[config.mk]
export PLATFORM = sky130hd
export DESIGN_NAME = spi_word_sequencer
export DESIGN_NICKNAME = d
export VERILOG_FILES = /design/src/rtl/spi_seq_pkg.sv /design/src/rtl/spi_seq_fifo.sv /design/src/rtl/spi_word_sequencer.sv
export SDC_FILE = /design/constraint.sdc
export NUM_CORES = 1
export LEC_CHECK = 0
export CAP_MARGIN = 5
export CORE_ASPECT_RATIO = 0.9
export CORE_MARGIN = 2
export CORE_UTILIZATION = 56
export DETAILED_ROUTE_END_ITERATION = 12
export PLACE_DENSITY = 0.83
export SLEW_MARGIN = 20
export SYNTH_ARGS = -nofsm -noshare
export SYNTH_HDL_FRONTEND = slang
export SYNTH_SLANG_ARGS = --single-unit
[constraint.sdc]
create_clock -name clk -period 3.4 [get_ports clk]
set_input_delay 1.02 -clock clk [delete_from_list [all_inputs] [get_ports clk]]
set_output_delay 1.02 -clock clk [all_outputs]
set_load 0.03 [all_outputs]
[src/rtl/spi_seq_pkg.sv]
// rtl/spi_seq_pkg.sv - shared types and constants for the SPI word sequencer
//
// Contents:
//   DEFAULT_DW   default data word width, matching the 12-bit SPI master
//   seq_state_t  sequencer states: IDLE, LAUNCH, WAIT_DONE
package spi_seq_pkg;

    localparam int DEFAULT_DW = 12;

    typedef enum logic [1:0] {
        IDLE      = 2'd0,
        LAUNCH    = 2'd1,
        WAIT_DONE = 2'd2
    } seq_state_t;

endpackage

[src/rtl/spi_seq_fifo.sv]
// rtl/spi_seq_fifo.sv - synchronous word FIFO feeding the SPI sequencer
//
// Ports:
//   clk, rst        clock; asynchronous active-low reset
//   push, wr_data   write request and data; dropped when full unless a pop happens in the same cycle
//   pop, rd_data    read request and combinational head word
//   full, empty     occupancy flags
//   level           number of stored words, 0..DEPTH
module spi_seq_fifo
    import spi_seq_pkg::*;
#(
    parameter int DW    = DEFAULT_DW,
    parameter int DEPTH = 8
) (
    input  logic                     clk,
    input  logic                     rst,
    input  logic                     push,
    input  logic [DW-1:0]            wr_data,
    input  logic                     pop,
    output logic [DW-1:0]            rd_data,
    output logic                     full,
    output logic                     empty,
    output logic [$clog2(DEPTH):0]   level
);

    localparam int AW = $clog2(DEPTH);

    logic [DW-1:0] mem [DEPTH];
    logic [AW:0]   wr_ptr;
    logic [AW:0]   rd_ptr;
    logic          do_push;
    logic          do_pop;

    // Pointers carry one extra bit so that equal low bits with different
    // MSBs mean full, while fully equal pointers mean empty.
    assign empty   = (wr_ptr == rd_ptr);
    assign full    = (wr_ptr[AW] != rd_ptr[AW]) && (wr_ptr[AW-1:0] == rd_ptr[AW-1:0]);
    assign level   = wr_ptr - rd_ptr;
    assign rd_data = mem[rd_ptr[AW-1:0]];

    // A pop frees the head slot in the same cycle, so a push alongside it
    // is accepted even when full; the head is read before the write lands.
    assign do_pop  = pop && !empty;
    assign do_push = push && (!full || do_pop);

    always_ff @(posedge clk or negedge rst) begin
        if (!rst) begin
            wr_ptr <= '0;
            rd_ptr <= '0;
        end else begin
            if (do_push) begin
                wr_ptr <= wr_ptr + 1'b1;
            end
            if (do_pop) begin
                rd_ptr <= rd_ptr + 1'b1;
            end
        end
    end

    always_ff @(posedge clk) begin
        if (do_push) begin
            mem[wr_ptr[AW-1:0]] <= wr_data;
        end
    end

endmodule

[src/rtl/spi_word_sequencer.sv]
// rtl/spi_word_sequencer.sv - queues host words and runs them one by one through the SPI master
//
// Ports:
//   clk, rst                    clock shared with the SPI master; asynchronous active-low reset
//   wr_en, wr_data, full, level host push side of the word FIFO
//   m_newd, m_din               launch handshake towards the master
//   m_sclk, m_done, m_dout      master serial clock, completion pulse and received word
//   rd_valid, rd_data, rd_ready result port, one word per completed transfer
//   busy                        a transfer is in flight
//   ovf_err, to_err, clr_err    sticky overflow / timeout flags and their clear
module spi_word_sequencer
    import spi_seq_pkg::*;
#(
    parameter int DW          = DEFAULT_DW,
    parameter int DEPTH       = 8,
    parameter int TIMEOUT_CYC = 4096
) (
    input  logic                   clk,
    input  logic                   rst,
    input  logic                   wr_en,
    input  logic [DW-1:0]          wr_data,
    output logic                   full,
    output logic [$clog2(DEPTH):0] level,
    output logic                   m_newd,
    output logic [DW-1:0]          m_din,
    input  logic                   m_sclk,
    input  logic                   m_done,
    input  logic [DW-1:0]          m_dout,
    output logic                   rd_valid,
    output logic [DW-1:0]          rd_data,
    input  logic                   rd_ready,
    output logic                   busy,
    output logic                   ovf_err,
    output logic                   to_err,
    input  logic                   clr_err
);

    localparam int              TW         = $clog2(TIMEOUT_CYC);
    localparam logic [TW-1:0]   TIMER_LAST = TW'(TIMEOUT_CYC - 1);

    seq_state_t    state;
    seq_state_t    state_nxt;
    logic [TW-1:0] timer;
    logic          timer_hit;
    logic          sclk_q;
    logic          done_q;
    logic          sclk_rise;
    logic          done_rise;
    logic          fifo_empty;
    logic [DW-1:0] head;
    logic          launch;
    logic          handoff;
    logic          capture;
    logic          abort;
    logic          ovf_set;

    spi_seq_fifo #(
        .DW    (DW),
        .DEPTH (DEPTH)
    ) u_fifo (
        .clk     (clk),
        .rst     (rst),
        .push    (wr_en),
        .wr_data (wr_data),
        .pop     (launch),
        .rd_data (head),
        .full    (full),
        .empty   (fifo_empty),
        .level   (level)
    );

    assign sclk_rise = m_sclk && !sclk_q;
    assign done_rise = m_done && !done_q;
    assign timer_hit = (timer == TIMER_LAST);
    assign busy      = (state != IDLE);
    assign ovf_set   = wr_en && full && !launch;

    always_ff @(posedge clk or negedge rst) begin
        if (!rst) begin
            state <= IDLE;
        end else begin
            state <= state_nxt;
        end
    end

    // Progress wins over the timeout: an sclk or done rise seen in the
    // timer's last cycle still advances the transfer normally.
    always_comb begin
        state_nxt = state;
        launch    = 1'b0;
        handoff   = 1'b0;
        capture   = 1'b0;
        abort     = 1'b0;
        case (state)
            IDLE: begin
                // An unconsumed result holds off the next launch.
                if (!fifo_empty && !rd_valid) begin
                    launch    = 1'b1;
                    state_nxt = LAUNCH;
                end
            end
            LAUNCH: begin
                if (sclk_rise) begin
                    handoff   = 1'b1;
                    state_nxt = WAIT_DONE;
                end else if (timer_hit) begin
                    abort     = 1'b1;
                    state_nxt = IDLE;
                end
            end
            WAIT_DONE: begin
                if (done_rise) begin
                    capture   = 1'b1;
                    state_nxt = IDLE;
                end else if (timer_hit) begin
                    abort     = 1'b1;
                    state_nxt = IDLE;
                end
            end
            default: begin
                state_nxt = IDLE;
            end
        endcase
    end

    always_ff @(posedge clk or negedge rst) begin
        if (!rst) begin
            sclk_q <= 1'b0;
            done_q <= 1'b0;
        end else begin
            sclk_q <= m_sclk;
            done_q <= m_done;
        end
    end

    always_ff @(posedge clk or negedge rst) begin
        if (!rst) begin
            timer <= '0;
        end else if (launch || capture || abort) begin
            timer <= '0;
        end else if (state != IDLE) begin
            timer <= timer + 1'b1;
        end
    end

    // m_din is held after the launch so the master may sample it late.
    always_ff @(posedge clk or negedge rst) begin
        if (!rst) begin
            m_newd <= 1'b0;
            m_din  <= '0;
        end else if (launch) begin
            m_newd <= 1'b1;
            m_din  <= head;
        end else if (handoff || abort) begin
            m_newd <= 1'b0;
        end
    end

    always_ff @(posedge clk or negedge rst) begin
        if (!rst) begin
            rd_valid <= 1'b0;
            rd_data  <= '0;
        end else if (capture) begin
            rd_valid <= 1'b1;
            rd_data  <= m_dout;
        end else if (rd_valid && rd_ready) begin
            rd_valid <= 1'b0;
        end
    end

    // A new error event in the same cycle as clr_err keeps the flag set.
    always_ff @(posedge clk or negedge rst) begin
        if (!rst) begin
            ovf_err <= 1'b0;
            to_err  <= 1'b0;
        end else begin
            if (ovf_set) begin
                ovf_err <= 1'b1;
            end else if (clr_err) begin
                ovf_err <= 1'b0;
            end
            if (abort) begin
                to_err <= 1'b1;
            end else if (clr_err) begin
                to_err <= 1'b0;
            end
        end
    end

endmodule

==> summary.txt <==
Run status
  • Status: complete, no violations

Worst setup path
  • Register-to-Register Setup Slack: 1010 ps
  • Most frequent cell on the critical path: inv_1
  • Start of the worst register-to-register path: u_fifo.wr_ptr[0]
  • Delay of the slowest cell on the worst path: between 600 and 700 ps
  • Data arrival time of the worst path: just over 2000 ps
  • Crit path launch type: flop
  • Number of cells on the worst reg-to-reg path: 7
  • Classification of the worst setup path: flop to output pin
  • WP data required: 2380 ps
  • Maximum fanout along the worst path: 8
  • Critical path's slowest cell: clkdlybuf4s50_1
  • Endpoint class of the critical path: output pin
  • Endpoint of the lowest-slack register-to-register path: timer[1]
  • Sequence of cells on the critical path: inv_1 -> ha_1 -> inv_1 -> clkdlybuf4s50_1

Floorplan
  • Boundary Pins: 65
  • Die X-Extent: between 100 and 150 µm
  • Starting density of the core: 56.76%
  • Die Height: slightly above 100 µm
  • Total Die Area: 11670 µm²
  • Standard-cell row count: 36
  • Area of the core: 10680 µm²

Placed design
  • Area after detailed placement: 6898 µm²
  • Number of input and output port buffers inserted: between 60 and 70
  • Gpl congestion: 0.7506
  • DP Cell Count: 560
  • Post-detail-place hpwl: 7643 µm
  • Worst-case setup slack after placement: about 830 ps

Clock network
  • Clock sink total: 148
  • H-tree lvl count: 4
  • Post-CTS resize count: 0
  • TritonCTS clock tree: yes
  • Clock buffer count from CTS: 17
  • Buffer cell driving the clock tree root: clkbuf_16
  • Buffers inserted during post-CTS setup optimization: 0
  • Count of hold buffers inserted by post-cts repair: 0
  • Worst-Skew Late Latency: 410 ps
  • Register clock-pin slew on the reported worst setup and hold paths: 60 ps
  • Maximum buffer depth of the clock tree: 2

STA
  • Hold violation count in the final report: 0
  • Peak Freq: about 330 MHz
  • Shortest clock period the worst path allows after layout: 3049 ps
  • Slew at the pin closest to its max-slew limit: 526.1 ps
  • Unrepaired setup endpoints after global routing: false
  • Worst-case clock skew: 10.21 ps
  • Final-layout worst hold slack: approximately 490 ps
  • Final Max Slew Viols: 0
  • Minimum setup slack in the final design: roughly 350 ps
  • Slew Limit Headroom: 64.93%
  • Final Setup Violations: 0
  • Setup TNS: 0 ps
  • Post-route clock period utilization: 89.67%

Global route
  • Pin count of the biggest net entering global routing: 35
  • First-pass GRT wire length: 19550 µm
  • Combined global-route utilization of all metal layers: between 20% and 30%
  • Antenna violations before repair: 0
  • Grt ovf: 0
  • Number of global-route vias before repair: 3676

Min path
  • Hold Path Stages: 1
  • Hold worst-path end: to_err
  • Worst hold path startpoint: to_err
  • Classification of the worst-slack hold path: flop to flop

Synthesis
  • Top cells by count, synth: 96 x edfxtp_1, 52 x dfrtp_1, 24 x mux4_2
  • Area share of the largest cell type after synthesis: 47.57%
  • Library cell occupying the most area in the post-synthesis netlist: edfxtp_1
  • Post-synth top flop: edfxtp_1
  • Mapped Area: around 6100 µm²
  • FF+latch count, synth: 148
  • Cell count after synthesis: approximately 360
  • Most frequent cell after synthesis: edfxtp_1
  • Count of cell types in the netlist: 43
  • Sequential area share after synthesis: 69.05%
  • Ranking of synthesized cells by area: edfxtp_1 48%, dfrtp_1 21%, mux4_2 8.9%
  • Ys async rst share: 35.14%
  • Post-synthesis average cell area: about 17 µm²
  • Ys Warns: 0
  • Number of enable flip-flop cells after synthesis: 96
  • Net count of the mapped netlist: 403

Flow run
  • Max-capacitance violation count: 0

Cells and area
  • Fillcell total: 704
  • Layout Cell Area excl Fill: between 7000 and 8000 µm²
  • Multi-input logic area: 1744 µm²
  • Number of standard cells in the final layout excluding fillers: approximately 590
  • Signed area change from the synthesized netlist to the final layout: 23.66%
  • Share of cells above drive strength 1: 22.00%
  • Area used by sequential logic in the layout: 4184 µm²
  • NumNets Final: around 490
  • Number of antenna diodes: 0

Drt
  • Routed Antenna Nets: 0
  • Final wirelength: about 12000 µm
  • Number of DRC violations after detailed routing: 0
  • DR pass1 iterations: 4
  • Via count: 3434
  • Post-detailed-route wirelength per cell: between 20 and 25 µm
  • Number of DRC violations after detailed-routing iteration 0: 271
  • Vias/cell: around 5.8

Power and ir drop
  • Maximum VDD drop: 583.9 µV
  • Power density of the placed cells: 973.0 nW/µm²
  • Leakage power total: 2.832 nW
==> per-layer routing <==
metal | vias up | part of all wire [%] | GRT usage, %
met5 | - | 0 | 0
li1 | 1543 | - | -
met1 | 1752 | 40 | 28.86
met3 | 10 | 6.8 | 6.820
met2 | 129 | 52 | 39.20
met4 | 0 | 1.0 | 9.006
==> registers in the layout, summed over array words and instances (netlist names) <==
register and cells:
u_fifo.mem 96, m_din 12, rd_data 12, timer 12
u_fifo.rd_ptr 4, u_fifo.wr_ptr 4, state 2, done_q 1
m_newd 1, ovf_err 1, rd_valid 1, sclk_q 1
to_err 1
==> cells in the final DEF, fill, tap and decap left out, drive strengths merged, types with 3 or more instances in the layout <==
cell,Yosys,routed
edfxtp,96,96
clkdlybuf4s50,0,58
dfrtp,52,52
mux4,24,24
nor3,23,23
buf,12,22
inv,15,22
nand2,18,18
clkbuf,2,17
o21ai,15,15
xnor2,14,14
mux2,14,14
mux2i,13,13
ha,10,10
nor2,9,9
xor2,7,7
nand3,6,6
clkinv,1,6
nand4,5,5
nand3b,3,3
nand2b,3,3
nor4,3,3
==> critical path, delay by kind of cell, from the launching register on <==
family | cells | cell delay [ps]
adder cells (fa/ha/maj) | 1 | 290
buffers and inverters | 3 | 930
flip-flops | 1 | 410
==> worst max path at each step <==
stage / from / end / slack (ps)
floorplan: u_fifo.rd_ptr[1] / u_fifo.mem[0][0] / 350
global placement: state[0] / busy / 880
detailed placement: wr_en / u_fifo.mem[4][10] / 830
CTS: state[1] / busy / 340
global route: state[1] / busy / 250
finish: state[1] / busy / 350
==> final cells by class <==
cell class	count	area share, %
clock inverters	15	2.271
multi-input cells	183	23.28
flip-flops and latches	148	55.84
well taps	133	2.221
inverters	16	0.8015
repair buffers	80	9.918
clock buffers	17	5.677
==> where the power goes <==
group	internal, mW	switching [mW]
clock	1.10	0.767
sequential	2.35	0.227
combinational	1.20	1.65
total	4.65	2.64
==> metrics by stage <==
step / power, mW / utilization (%)
final: 7.291 / 70.19
after global routing: 7.670 / 70.19
after detailed placement: 5.432 / 64.62
after floorplan: 4.479 / -
after CTS: 7.359 / 70.19
after global placement: 5.324 / 64.62
==> cells by family after synthesis <==
family | count (synthesis) | share of synthesized area (%)
DFF | 148 | 69.05
muxes | 51 | 13.73
adders and majority gates | 11 | 2.395
buffers and inverters | 30 | 2.333
xor gates and xnor gates | 21 | 3.159
AOI/OAI and AO/OA | 28 | 3.201
and+or+nand+nor | 72 | 6.132
(Power assumes the default switching activity.)
